$ cat config.mk
export PLATFORM = sky130hd
export DESIGN_NAME = ahb_interconnect_flat
export DESIGN_NICKNAME = d
export VERILOG_FILES = /design/src/rtl/ahb_interconnect_if.sv /design/src/rtl/ahb_interconnect.sv /design/src/flat_wrapper.sv
export SDC_FILE = /design/constraint.sdc
export NUM_CORES = 1
export LEC_CHECK = 0
export CAP_MARGIN = 40
export CORE_AREA = 2 2 153 155
export DETAILED_ROUTE_END_ITERATION = 8
export DIE_AREA = 0 0 155 157
export PLACE_DENSITY = 0.58
export SLEW_MARGIN = 20
export SYNTH_ARGS = -nofsm -noshare
export SYNTH_HDL_FRONTEND = slang
export SYNTH_SLANG_ARGS = --single-unit
$ cat constraint.sdc
create_clock -name HCLK -period 2.8 [get_ports HCLK]
set_input_delay 0.56 -clock HCLK [delete_from_list [all_inputs] [get_ports HCLK]]
set_output_delay 0.56 -clock HCLK [all_outputs]
set_load 0.005 [all_outputs]
$ cat src/rtl/ahb_interconnect_if.sv
`default_nettype none
// ============================================================================
// Module   : ahb_interconnect_if
// Brief    : Master-side and slave-side AHB-Lite signal bundle of the
//            single-master, N-slave interconnect.
// Revision : 1.0
// ============================================================================
interface ahb_interconnect_if #(
   parameter int NUM_SLAVES = 2,
   parameter int ADDR_WIDTH = 32,
   parameter int DATA_WIDTH = 32
);
   // Master side
   logic [ADDR_WIDTH-1:0]            m_haddr_in;
   logic [1:0]                       m_htrans_in;
   logic                             m_hwrite_in;
   logic [2:0]                       m_hsize_in;
   logic [2:0]                       m_hburst_in;
   logic [3:0]                       m_hprot_in;
   logic                             m_hmastlock_in;
   logic [DATA_WIDTH-1:0]            m_hwdata_in;
   logic [DATA_WIDTH-1:0]            m_hrdata_out;
   logic                             m_hready_out;
   logic                             m_hresp_out;

   // Slave side
   logic [NUM_SLAVES*ADDR_WIDTH-1:0] s_base_addr_in;
   logic [NUM_SLAVES*ADDR_WIDTH-1:0] s_last_addr_in;
   logic [NUM_SLAVES-1:0]            s_hsel_out;
   logic [ADDR_WIDTH-1:0]            s_haddr_out;
   logic [1:0]                       s_htrans_out;
   logic                             s_hwrite_out;
   logic [2:0]                       s_hsize_out;
   logic [2:0]                       s_hburst_out;
   logic [3:0]                       s_hprot_out;
   logic                             s_hmastlock_out;
   logic [DATA_WIDTH-1:0]            s_hwdata_out;
   logic                             s_hready_out;
   logic [NUM_SLAVES*DATA_WIDTH-1:0] s_hrdata_in;
   logic [NUM_SLAVES-1:0]            s_hready_in;
   logic [NUM_SLAVES-1:0]            s_hresp_in;
   logic [NUM_SLAVES-1:0]            timeout_flag_out;

   // Interconnect view
   modport slave (
      input  m_haddr_in, m_htrans_in, m_hwrite_in, m_hsize_in, m_hburst_in,
             m_hprot_in, m_hmastlock_in, m_hwdata_in,
      output m_hrdata_out, m_hready_out, m_hresp_out,
      input  s_base_addr_in, s_last_addr_in,
      output s_hsel_out, s_haddr_out, s_htrans_out, s_hwrite_out, s_hsize_out,
             s_hburst_out, s_hprot_out, s_hmastlock_out, s_hwdata_out,
             s_hready_out,
      input  s_hrdata_in, s_hready_in, s_hresp_in,
      output timeout_flag_out
   );

   // Environment view: bus master plus attached slaves
   modport master (
      output m_haddr_in, m_htrans_in, m_hwrite_in, m_hsize_in, m_hburst_in,
             m_hprot_in, m_hmastlock_in, m_hwdata_in,
      input  m_hrdata_out, m_hready_out, m_hresp_out,
      output s_base_addr_in, s_last_addr_in,
      input  s_hsel_out, s_haddr_out, s_htrans_out, s_hwrite_out, s_hsize_out,
             s_hburst_out, s_hprot_out, s_hmastlock_out, s_hwdata_out,
             s_hready_out,
      output s_hrdata_in, s_hready_in, s_hresp_in,
      input  timeout_flag_out
   );
endinterface
`default_nettype wire

$ cat src/rtl/ahb_interconnect.sv
`default_nettype none
// ============================================================================
// Module   : ahb_interconnect
// Brief    : Single-master AHB-Lite interconnect with range decoder, default
//            ERROR slave and per-slave HREADY watchdog with quarantine.
// Revision : 1.0
// ============================================================================
module ahb_interconnect #(
   parameter int NUM_SLAVES     = 2,
   parameter int ADDR_WIDTH     = 32,
   parameter int DATA_WIDTH     = 32,
   parameter int TIMEOUT_CYCLES = 256
) (
   input wire                HCLK,
   input wire                HRESETn,
   ahb_interconnect_if.slave bus
);

   localparam int                 c_idx_w   = $clog2(NUM_SLAVES + 1);
   localparam logic [c_idx_w-1:0] c_default = c_idx_w'(NUM_SLAVES);
   localparam int                 c_cnt_w   = (TIMEOUT_CYCLES > 0) ? $clog2(TIMEOUT_CYCLES + 1) : 1;

   typedef enum logic [1:0] {D_IDLE, D_ERR1, D_ERR2} dflt_state_t;
   typedef enum logic [1:0] {W_RUN, W_ABT1, W_ABT2} wd_state_t;

   logic [NUM_SLAVES-1:0] w_hit;
   logic [NUM_SLAVES-1:0] w_hsel;
   logic [c_idx_w-1:0]    w_target;
   logic [NUM_SLAVES-1:0] r_timeout_flag;

   logic                  r_dvalid;
   logic [c_idx_w-1:0]    r_dtarget;

   logic                  w_dslave;
   logic [NUM_SLAVES-1:0] w_dsel_onehot;
   logic                  w_sel_hready;
   logic                  w_sel_hresp;
   logic [DATA_WIDTH-1:0] w_sel_hrdata;

   dflt_state_t           r_d_state;
   logic                  r_d_hready;
   logic                  r_d_hresp;
   logic                  w_d_start;

   logic                  w_wd_abort;
   logic                  w_wd_hready;

   logic                  w_hready;
   logic                  w_hresp;
   logic [DATA_WIDTH-1:0] w_hrdata;

   // ---------------------------------------------------------------- decode
   // A quarantined slave never hits, so its range falls through to default.
   for (genvar gi = 0; gi < NUM_SLAVES; gi++) begin : g_hit
      logic [ADDR_WIDTH-1:0] w_base;
      logic [ADDR_WIDTH-1:0] w_last;
      assign w_base    = bus.s_base_addr_in[gi*ADDR_WIDTH +: ADDR_WIDTH];
      assign w_last    = bus.s_last_addr_in[gi*ADDR_WIDTH +: ADDR_WIDTH];
      assign w_hit[gi] = (bus.m_haddr_in >= w_base) && (bus.m_haddr_in <= w_last)
                         && !r_timeout_flag[gi];
   end

   // Scanning downwards leaves the lowest hitting index as the winner.
   always_comb begin
      w_target = c_default;
      w_hsel   = '0;
      for (int i = NUM_SLAVES - 1; i >= 0; i--) begin
         if (w_hit[i]) begin
            w_target  = c_idx_w'(i);
            w_hsel    = '0;
            w_hsel[i] = 1'b1;
         end
      end
   end

   // ------------------------------------------------------------- broadcast
   assign bus.s_hsel_out       = w_hsel;
   assign bus.s_haddr_out      = bus.m_haddr_in;
   assign bus.s_htrans_out     = bus.m_htrans_in;
   assign bus.s_hwrite_out     = bus.m_hwrite_in;
   assign bus.s_hsize_out      = bus.m_hsize_in;
   assign bus.s_hburst_out     = bus.m_hburst_in;
   assign bus.s_hprot_out      = bus.m_hprot_in;
   assign bus.s_hmastlock_out  = bus.m_hmastlock_in;
   assign bus.s_hwdata_out     = bus.m_hwdata_in;
   assign bus.s_hready_out     = w_hready;
   assign bus.m_hready_out     = w_hready;
   assign bus.m_hresp_out      = w_hresp;
   assign bus.m_hrdata_out     = w_hrdata;
   assign bus.timeout_flag_out = r_timeout_flag;

   // ---------------------------------------------------- data-phase select
   always_ff @(posedge HCLK or negedge HRESETn) begin
      if (!HRESETn) begin
         r_dvalid  <= 1'b0;
         r_dtarget <= c_default;
      end else if (w_hready) begin
         r_dvalid  <= bus.m_htrans_in[1];
         r_dtarget <= w_target;
      end
   end

   always_comb begin
      w_dslave      = 1'b0;
      w_dsel_onehot = '0;
      w_sel_hready  = 1'b1;
      w_sel_hresp   = 1'b0;
      w_sel_hrdata  = '0;
      for (int i = 0; i < NUM_SLAVES; i++) begin
         if (r_dvalid && (r_dtarget == c_idx_w'(i))) begin
            w_dslave         = 1'b1;
            w_dsel_onehot[i] = 1'b1;
            w_sel_hready     = bus.s_hready_in[i];
            w_sel_hresp      = bus.s_hresp_in[i];
            w_sel_hrdata     = bus.s_hrdata_in[i*DATA_WIDTH +: DATA_WIDTH];
         end
      end
   end

   // --------------------------------------------------------- default slave
   assign w_d_start = w_hready && bus.m_htrans_in[1] && (w_target == c_default);

   always_ff @(posedge HCLK or negedge HRESETn) begin
      if (!HRESETn) begin
         r_d_state  <= D_IDLE;
         r_d_hready <= 1'b1;
         r_d_hresp  <= 1'b0;
      end else begin
         case (r_d_state)
            D_IDLE: begin
               if (w_d_start) begin
                  r_d_state  <= D_ERR1;
                  r_d_hready <= 1'b0;
                  r_d_hresp  <= 1'b1;
               end
            end
            D_ERR1: begin
               r_d_state  <= D_ERR2;
               r_d_hready <= 1'b1;
               r_d_hresp  <= 1'b1;
            end
            D_ERR2: begin
               // The second ERROR cycle accepts the next address phase.
               if (w_d_start) begin
                  r_d_state  <= D_ERR1;
                  r_d_hready <= 1'b0;
                  r_d_hresp  <= 1'b1;
               end else begin
                  r_d_state  <= D_IDLE;
                  r_d_hready <= 1'b1;
                  r_d_hresp  <= 1'b0;
               end
            end
            default: begin
               r_d_state  <= D_IDLE;
               r_d_hready <= 1'b1;
               r_d_hresp  <= 1'b0;
            end
         endcase
      end
   end

   // -------------------------------------------------------------- watchdog
   if (TIMEOUT_CYCLES > 0) begin : g_wd
      wd_state_t          r_wd_state;
      logic [c_cnt_w-1:0] r_wd_cnt;
      logic               r_wd_abort;
      logic               r_wd_hready;

      always_ff @(posedge HCLK or negedge HRESETn) begin
         if (!HRESETn) begin
            r_wd_state     <= W_RUN;
            r_wd_cnt       <= '0;
            r_wd_abort     <= 1'b0;
            r_wd_hready    <= 1'b1;
            r_timeout_flag <= '0;
         end else begin
            case (r_wd_state)
               W_RUN: begin
                  // Only pure wait states count; a slave ERROR cycle wins.
                  if (w_dslave && !w_sel_hready && !w_sel_hresp) begin
                     if (r_wd_cnt == c_cnt_w'(TIMEOUT_CYCLES - 1)) begin
                        r_wd_state     <= W_ABT1;
                        r_wd_cnt       <= '0;
                        r_wd_abort     <= 1'b1;
                        r_wd_hready    <= 1'b0;
                        r_timeout_flag <= r_timeout_flag | w_dsel_onehot;
                     end else begin
                        r_wd_cnt <= r_wd_cnt + 1'b1;
                     end
                  end else begin
                     r_wd_cnt <= '0;
                  end
               end
               W_ABT1: begin
                  r_wd_state  <= W_ABT2;
                  r_wd_hready <= 1'b1;
               end
               W_ABT2: begin
                  r_wd_state <= W_RUN;
                  r_wd_abort <= 1'b0;
               end
               default: begin
                  r_wd_state  <= W_RUN;
                  r_wd_abort  <= 1'b0;
                  r_wd_hready <= 1'b1;
               end
            endcase
         end
      end

      assign w_wd_abort  = r_wd_abort;
      assign w_wd_hready = r_wd_hready;
   end else begin : g_no_wd
      assign w_wd_abort     = 1'b0;
      assign w_wd_hready    = 1'b1;
      assign r_timeout_flag = '0;
   end

   // ---------------------------------------------------------- response mux
   always_comb begin
      w_hready = 1'b1;
      w_hresp  = 1'b0;
      w_hrdata = '0;
      if (w_wd_abort) begin
         w_hready = w_wd_hready;
         w_hresp  = 1'b1;
      end else if (w_dslave) begin
         w_hready = w_sel_hready;
         w_hresp  = w_sel_hresp;
         w_hrdata = w_sel_hrdata;
      end else if (r_dvalid) begin
         w_hready = r_d_hready;
         w_hresp  = r_d_hresp;
      end
   end

endmodule
`default_nettype wire

$ cat src/flat_wrapper.sv
// flat-port wrapper written by rule: the top's interface ports become plain ports
module ahb_interconnect_flat 
#(
   parameter int NUM_SLAVES     = 2,
   parameter int ADDR_WIDTH     = 32,
   parameter int DATA_WIDTH     = 32,
   parameter int TIMEOUT_CYCLES = 256
)
  (HCLK, HRESETn, bus_m_haddr_in, bus_m_htrans_in, bus_m_hwrite_in, bus_m_hsize_in, bus_m_hburst_in, bus_m_hprot_in, bus_m_hmastlock_in, bus_m_hwdata_in, bus_m_hrdata_out, bus_m_hready_out, bus_m_hresp_out, bus_s_base_addr_in, bus_s_last_addr_in, bus_s_hsel_out, bus_s_haddr_out, bus_s_htrans_out, bus_s_hwrite_out, bus_s_hsize_out, bus_s_hburst_out, bus_s_hprot_out, bus_s_hmastlock_out, bus_s_hwdata_out, bus_s_hready_out, bus_s_hrdata_in, bus_s_hready_in, bus_s_hresp_in, bus_timeout_flag_out);
  ahb_interconnect_if #(.NUM_SLAVES(NUM_SLAVES), .ADDR_WIDTH(ADDR_WIDTH), .DATA_WIDTH(DATA_WIDTH)) bus_i ();
  input wire HCLK;
  input wire HRESETn;
  input wire logic [$bits(bus_i.m_haddr_in)-1:0] bus_m_haddr_in;
  input wire logic [$bits(bus_i.m_htrans_in)-1:0] bus_m_htrans_in;
  input wire logic [$bits(bus_i.m_hwrite_in)-1:0] bus_m_hwrite_in;
  input wire logic [$bits(bus_i.m_hsize_in)-1:0] bus_m_hsize_in;
  input wire logic [$bits(bus_i.m_hburst_in)-1:0] bus_m_hburst_in;
  input wire logic [$bits(bus_i.m_hprot_in)-1:0] bus_m_hprot_in;
  input wire logic [$bits(bus_i.m_hmastlock_in)-1:0] bus_m_hmastlock_in;
  input wire logic [$bits(bus_i.m_hwdata_in)-1:0] bus_m_hwdata_in;
  output wire logic [$bits(bus_i.m_hrdata_out)-1:0] bus_m_hrdata_out;
  output wire logic [$bits(bus_i.m_hready_out)-1:0] bus_m_hready_out;
  output wire logic [$bits(bus_i.m_hresp_out)-1:0] bus_m_hresp_out;
  input wire logic [$bits(bus_i.s_base_addr_in)-1:0] bus_s_base_addr_in;
  input wire logic [$bits(bus_i.s_last_addr_in)-1:0] bus_s_last_addr_in;
  output wire logic [$bits(bus_i.s_hsel_out)-1:0] bus_s_hsel_out;
  output wire logic [$bits(bus_i.s_haddr_out)-1:0] bus_s_haddr_out;
  output wire logic [$bits(bus_i.s_htrans_out)-1:0] bus_s_htrans_out;
  output wire logic [$bits(bus_i.s_hwrite_out)-1:0] bus_s_hwrite_out;
  output wire logic [$bits(bus_i.s_hsize_out)-1:0] bus_s_hsize_out;
  output wire logic [$bits(bus_i.s_hburst_out)-1:0] bus_s_hburst_out;
  output wire logic [$bits(bus_i.s_hprot_out)-1:0] bus_s_hprot_out;
  output wire logic [$bits(bus_i.s_hmastlock_out)-1:0] bus_s_hmastlock_out;
  output wire logic [$bits(bus_i.s_hwdata_out)-1:0] bus_s_hwdata_out;
  output wire logic [$bits(bus_i.s_hready_out)-1:0] bus_s_hready_out;
  input wire logic [$bits(bus_i.s_hrdata_in)-1:0] bus_s_hrdata_in;
  input wire logic [$bits(bus_i.s_hready_in)-1:0] bus_s_hready_in;
  input wire logic [$bits(bus_i.s_hresp_in)-1:0] bus_s_hresp_in;
  output wire logic [$bits(bus_i.timeout_flag_out)-1:0] bus_timeout_flag_out;
  assign bus_i.m_haddr_in = bus_m_haddr_in;
  assign bus_i.m_htrans_in = bus_m_htrans_in;
  assign bus_i.m_hwrite_in = bus_m_hwrite_in;
  assign bus_i.m_hsize_in = bus_m_hsize_in;
  assign bus_i.m_hburst_in = bus_m_hburst_in;
  assign bus_i.m_hprot_in = bus_m_hprot_in;
  assign bus_i.m_hmastlock_in = bus_m_hmastlock_in;
  assign bus_i.m_hwdata_in = bus_m_hwdata_in;
  assign bus_m_hrdata_out = bus_i.m_hrdata_out;
  assign bus_m_hready_out = bus_i.m_hready_out;
  assign bus_m_hresp_out = bus_i.m_hresp_out;
  assign bus_i.s_base_addr_in = bus_s_base_addr_in;
  assign bus_i.s_last_addr_in = bus_s_last_addr_in;
  assign bus_s_hsel_out = bus_i.s_hsel_out;
  assign bus_s_haddr_out = bus_i.s_haddr_out;
  assign bus_s_htrans_out = bus_i.s_htrans_out;
  assign bus_s_hwrite_out = bus_i.s_hwrite_out;
  assign bus_s_hsize_out = bus_i.s_hsize_out;
  assign bus_s_hburst_out = bus_i.s_hburst_out;
  assign bus_s_hprot_out = bus_i.s_hprot_out;
  assign bus_s_hmastlock_out = bus_i.s_hmastlock_out;
  assign bus_s_hwdata_out = bus_i.s_hwdata_out;
  assign bus_s_hready_out = bus_i.s_hready_out;
  assign bus_i.s_hrdata_in = bus_s_hrdata_in;
  assign bus_i.s_hready_in = bus_s_hready_in;
  assign bus_i.s_hresp_in = bus_s_hresp_in;
  assign bus_timeout_flag_out = bus_i.timeout_flag_out;
  ahb_interconnect #(.NUM_SLAVES(NUM_SLAVES), .ADDR_WIDTH(ADDR_WIDTH), .DATA_WIDTH(DATA_WIDTH), .TIMEOUT_CYCLES(TIMEOUT_CYCLES)) u_core (.HCLK(HCLK), .HRESETn(HRESETn), .bus(bus_i));
endmodule
# [Word-level counts from Yosys, hierarchy flattened]
# Cells that the tools add are included.
[op_classes] add_sub_neg=1 n_lt_le_gt_ge=4 n_eq_ne=10 mux=41 bitwise=3 n_reduce_logical=21
[ops] cell="32-bit 2-to-1 mux" n=4
[ops] cell="32-bit greater-or-equal comparator" n=2
[ops] cell="32-bit less-or-equal comparator" n=2
[ops] cell="1-bit 2-to-1 mux" n=22
[ops] cell="9-bit 2-to-1 mux" n=2
[ops] cell="2-bit 2-to-1 mux" n=7
[ops] cell="1-bit logical AND" n=10
[ops] cell="9-bit by 1-bit adder with 9-bit output, second input constant" n=1
[ops] cell="9-bit by 8-bit == test with 1-bit output, second input constant" n=1
[ops] cell="3-bit AND reduction" n=3
[ops] cell="2-bit by 1-bit == test with 1-bit output, second input constant" n=3
[ops] cell="2-bit == test, second input constant" n=3
[ops] cell="2-bit zero test" n=3
[ops] cell="2-bit by 1-bit inequality test with 1-bit output, second input constant" n=3
[ops] cell="1-bit case mux with 2 select lines" n=3
[ops] cell="2-bit case mux with 3 select lines" n=1
[ops] cell="1-bit zero test" n=4
[ops] cell="2-bit case mux with 2 select lines" n=1
[ops] cell="1-bit case mux with 3 select lines" n=1
[ops] cell="1-bit inverter" n=2
[ops] cell="2-bit bitwise OR" n=1
[ops] cell="2-bit AND reduction" n=1
[totals] regBits=22 in_bits=276 output_inout_bits=117 elab_cells=90

# [Logic depth before layout (Yosys ltp)]
[depth] ltp_word=10 mapped_depth=10 mapped_depth_nobuf=9

# [Least setup slack after synthesis]
# No wires, ideal clock.
[synth_timing] kind="input to output" start="in bus_s_base_addr_in[7]" end="out bus_s_hsel_out[1]" arrival_time_ps=2319 t_required_ps=2240 setup_slack_ps=-79 cell_stages=10 n_path_buf=1 cell_sequence="inv_1 -> ha_1 -> and4_1 -> o21ai_1 -> or4_1 -> o211ai_2 -> a31oi_2 -> a211oi_4 -> nor2_1 -> buf_4"
[synth_via] elab_chain_cells=4
[synth_rtl] item="from (decl)" line_no="flat_wrapper.sv:24" rtl="input wire logic [$bits(bus_i.s_base_addr_in)-1:0] bus_s_base_addr_in;"
[synth_rtl] item="32-bit greater-or-equal comparator" line_no="ahb_interconnect.sv:59" rtl="assign w_hit[gi] = (bus.m_haddr_in >= w_base) && (bus.m_haddr_in <= w_last)"
[synth_rtl] item="1-bit logical AND" line_no="ahb_interconnect.sv:59"
[synth_rtl] item="1-bit logical AND" line_no="ahb_interconnect.sv:60" rtl="&& !r_timeout_flag[gi];"
[synth_rtl] item="2-bit 2-to-1 mux" line_no="ahb_interconnect.sv:68" rtl="if (w_hit[i]) begin"
[synth_rtl] item="to (decl)" line_no="flat_wrapper.sv:26" rtl="output wire logic [$bits(bus_i.s_hsel_out)-1:0] bus_s_hsel_out;"
# Every way passes these cells.

# [Worst setup path after layout]
[layout_timing] start="in bus_s_last_addr_in[17]" end="out bus_s_hsel_out[0]"
[layout_via] elab_chain_cells=4
[layout_rtl] item="from (decl)" line_no="flat_wrapper.sv:25" rtl="input wire logic [$bits(bus_i.s_last_addr_in)-1:0] bus_s_last_addr_in;"
[layout_rtl] item="32-bit less-or-equal comparator" line_no="ahb_interconnect.sv:59"
[layout_rtl] item="1-bit logical AND" line_no="ahb_interconnect.sv:59"
[layout_rtl] item="1-bit logical AND" line_no="ahb_interconnect.sv:60"
[layout_rtl] item="2-bit 2-to-1 mux" line_no="ahb_interconnect.sv:68"
# Every way passes these cells.

==> summary.md <==
| Metric | Value |
|---|---|
| GRT overflow | 0 |
| Die width | 155 um |
| CTS H-tree depth | 1 |
| Sequential area share after synthesis | 0.1042 |
| Detail Placement HPWL | 17370 um |
| Initial Util | 0.2364 |
| Ranking of synthesized cells by area | ha_1 (30%), buf_4 (11%), inv_1 (9.2%), dfrtp_1 (8.9%), mux2i_1 (6.6%) |
| Failing checks | setup timing |
| P&R area growth vs syn | 100.5% |
| Drt total wl | 21830 um |
| Synth top area share | 0.3034 |
| Quantity of I/O buffers inserted on ports | 302 |
| Post-synth design cell area | 5320 um^2 |
| Global-route wire length before repair | 32690 um |
| Filler instances | 2143 |
| Setup Skew | 0.002415 ns |
| DRC Markers | 0 |
| # hold bufs at CTS | 0 |
| Min cycle time layout | 3.145 ns |
| Final Hold Slack | 0.4846 ns |
| Number of global-route vias before repair | 6374 |
| Max transition margin | 0.6465 |
| Clk buf depth | 2 |
| Die H | 157 um |
| Pin count of the biggest net entering global routing | 19 |
| CTS buffer count | 3 |
| Reg2reg end | u_core.r_dtarget[1] |
| Unique masters post-synth | 55 |
| Initial antenna violation count | 5 |
| Synth Warn # | 0 |
| Final Max Slew Viols | 0 |
| Final setup viols | 3 |
| DR WL/cell | 16.30 um |
| Fin. Hold Viols | 0 |
| Tightest Hold Check Type | reg2reg |
| Min-Delay Startpoint | u_core.g_wd.r_wd_cnt[3] |
| Unrepaired setup endpoints after global routing | yes |
| Post-DRT Antenna Nets | 0 |
| Number of synthesized flops with an enable pin | 0 |
| Tightest Pin Transition | 0.5285 ns |
| Worst Setup EP | bus_s_hsel_out[0] |
| Clock latency on the worst-skew pair | 0.25 ns |
| CTS tree | built |
| Post-synth top flop | dfrtp_1 |
| # placed instances | 1292 |
| Layout Cells excl Fill | 1339 |
| Most frequent cell after synthesis | inv_1 |
| Post-Syn Instances | 703 |
| Reg2reg start | u_core.bus.timeout_flag_out[1] |
| Syn_nets | 1108 |
| Data arrival, critical path | 2.58 ns |
| Die Area | 24340 um^2 |
| RD Place Congestion | 0.8479 |
| FMAX | 318.0 MHz |
| Vias | 6136 |
| CP startpoint | bus_s_last_addr_in[17] |
| Yosys reg bits | 22 |
| Final period util | 1.123 |
| Clk sinks | 22 |
| Layout Nets | 1456 |
| Worst-case reg-to-reg path depth | 9 |
| # rows | 55 |
| Setup CP Type | in2out |
| DR iter-0 viols | 132 |
| Io pins | 393 |
| Max VDD drop | 0.2554 mV |
| Reg2reg setup slack | 0.60 ns |
| Core area | 22500 um^2 |
| Drt via density | 4.583 |
| Pre-CTS WS | -1.536 ns |
| Layout cells sized above 1 | 0.4257 |
| Maximum fanout along the worst path | 2 |
| Avg Inst Size Synth | 7.568 um^2 |
| Root Buffer Master | clkbuf_16 |
| Top cells by count, synth | inv_1 (130), ha_1 (129), buf_4 (80) |
| GRT Overall Usage | 0.1680 |
| Cell taking the most area after synthesis | ha_1 |
| Clk pin slew, worst setup/hold paths | 0.06 ns |
| Pwr Density | 279.4 nW/um^2 |
| Outcome | finished with violations |
| Leak | 0.004828 uW |
| Post-synth ARST share | 1.000 |
| Final Total Pwr | 2980 uW |
| Final setup margin | -0.3450 ns |
| Crit. End Element | primary output |
| Crit path required time | 2.24 ns |
| Startpoint types | input port |
| Max_cap viols | 0 |
| Pre-antenna DRT Iters | 4 |
[state kept, by name (all words and copies together) (netlist names)]
signal / flops
u_core.g_wd.r_wd_state: 2
u_core.r_dvalid: 1
u_core.r_d_hready: 1
u_core.r_d_hresp: 1
u_core.r_dtarget: 2
u_core.g_wd.r_wd_cnt: 9
u_core.g_wd.r_wd_hready: 1
u_core.r_d_state: 2
u_core.bus.timeout_flag_out: 2
u_core.g_wd.r_wd_abort: 1
[worst max-delay path, stage by stage]
cell             delay, ns
clkdlybuf4s50_1       0.45
inv_1                 0.06
ha_4                  0.21
a21oi_1               0.17
o21ai_2               0.09
a221oi_2              0.27
o21a_1                0.24
a21oi_4               0.05
a211oi_4              0.22
buf_4                 0.17
buf_6                 0.09
[cells in the final DEF, fill, tap and decap left out, drive strengths merged, types with 6 or more instances in the layout]
| master | Yosys | routed |
|---|---|---|
| a211oi | 8 | 8 |
| clkdlybuf4s50 | 0 | 150 |
| nand2b | 8 | 8 |
| inv | 130 | 130 |
| nor2 | 49 | 49 |
| o21ai | 31 | 31 |
| a221oi | 6 | 6 |
| nand4 | 19 | 19 |
| nor4 | 7 | 7 |
| dfrtp | 19 | 19 |
| clkdlybuf4s15 | 0 | 21 |
| a21o | 10 | 10 |
| ha | 129 | 129 |
| dlygate4sd2 | 0 | 76 |
| dlymetal6s2s | 0 | 7 |
| nand3 | 13 | 13 |
| a21oi | 45 | 45 |
| clkbuf | 3 | 8 |
| nand2 | 44 | 44 |
| mux2i | 35 | 35 |
| buf | 85 | 172 |
[layout make-up]
| cell class | instances | area (um^2) | area share |
|---|---|---|---|
| clock inverters | 1 | 30.03 | 0.002815 |
| flip-flops and latches | 22 | 555.5 | 0.05207 |
| multi-input cells | 463 | 5305 | 0.4972 |
| well taps | 285 | 356.6 | 0.03342 |
| clock buffers | 3 | 75.07 | 0.007036 |
| diodes | 4 | 10.01 | 0.0009382 |
| repair buffers | 431 | 3849 | 0.3607 |
| inverters | 130 | 488.0 | 0.04574 |
[kinds of logic after synthesis]
logic type,count (synthesis),synth area share
buf+inv,218,0.2103
simple gates,171,0.1599
fa+ha+maj,129,0.3034
compound gates,125,0.1505
mux,37,0.07009
flops,22,0.1042
xor+xnor,1,0.001647
[power breakdown]
part           switching, uW  leakage, uW  internal (uW)
clock network            116    0.0000511            284
logic                    927      0.00449           1240
registers               48.6     0.000288            370
[how the worst min path moves through the flow]
stage	to	slack, ns	depth (start not counted)
after floorplan	u_core.bus.timeout_flag_out[0]	0.26	0
after global placement	u_core.r_d_state[1]	0.45	1
after detailed placement	u_core.r_d_state[1]	0.46	1
after CTS	u_core.r_d_state[1]	0.47	1
after global routing	u_core.g_wd.r_wd_abort	0.52	1
final	u_core.g_wd.r_wd_cnt[3]	0.48	1
[what timing repair did]
item | in CTS | in global routing
endpoints found under the setup margin | 9 | 11
gates resized for setup | 564 | 99
setup buffers | 44 | 12
pin swaps | 180 | 53
[layer usage]
layer / routed length, um / track usage / part of all wire
met4: 256 / 0.02337 / 0.012
met1: 8292 / 0.1772 / 0.38
met2: 11670 / 0.3443 / 0.53
met5: 13 / 0 / 0.00060
met3: 1598 / 0.03607 / 0.073
[metrics by stage]
| stage | area, um^2 | util | TNS, ns |
|---|---|---|---|
| 2_1_floorplan | 5320 | - | -0.009888 |
| 3_3_place_gp | 8758 | 0.3892 | -6.736 |
| 3_5_place_dp | 8758 | 0.3892 | -6.659 |
| 4_1_cts | 10340 | 0.4597 | -0.7083 |
| 5_1_grt | 10670 | 0.4740 | -1.033 |
| 6_report | 10670 | 0.4741 | -0.6715 |
Note: power is estimated with default switching activity, not from simulation.
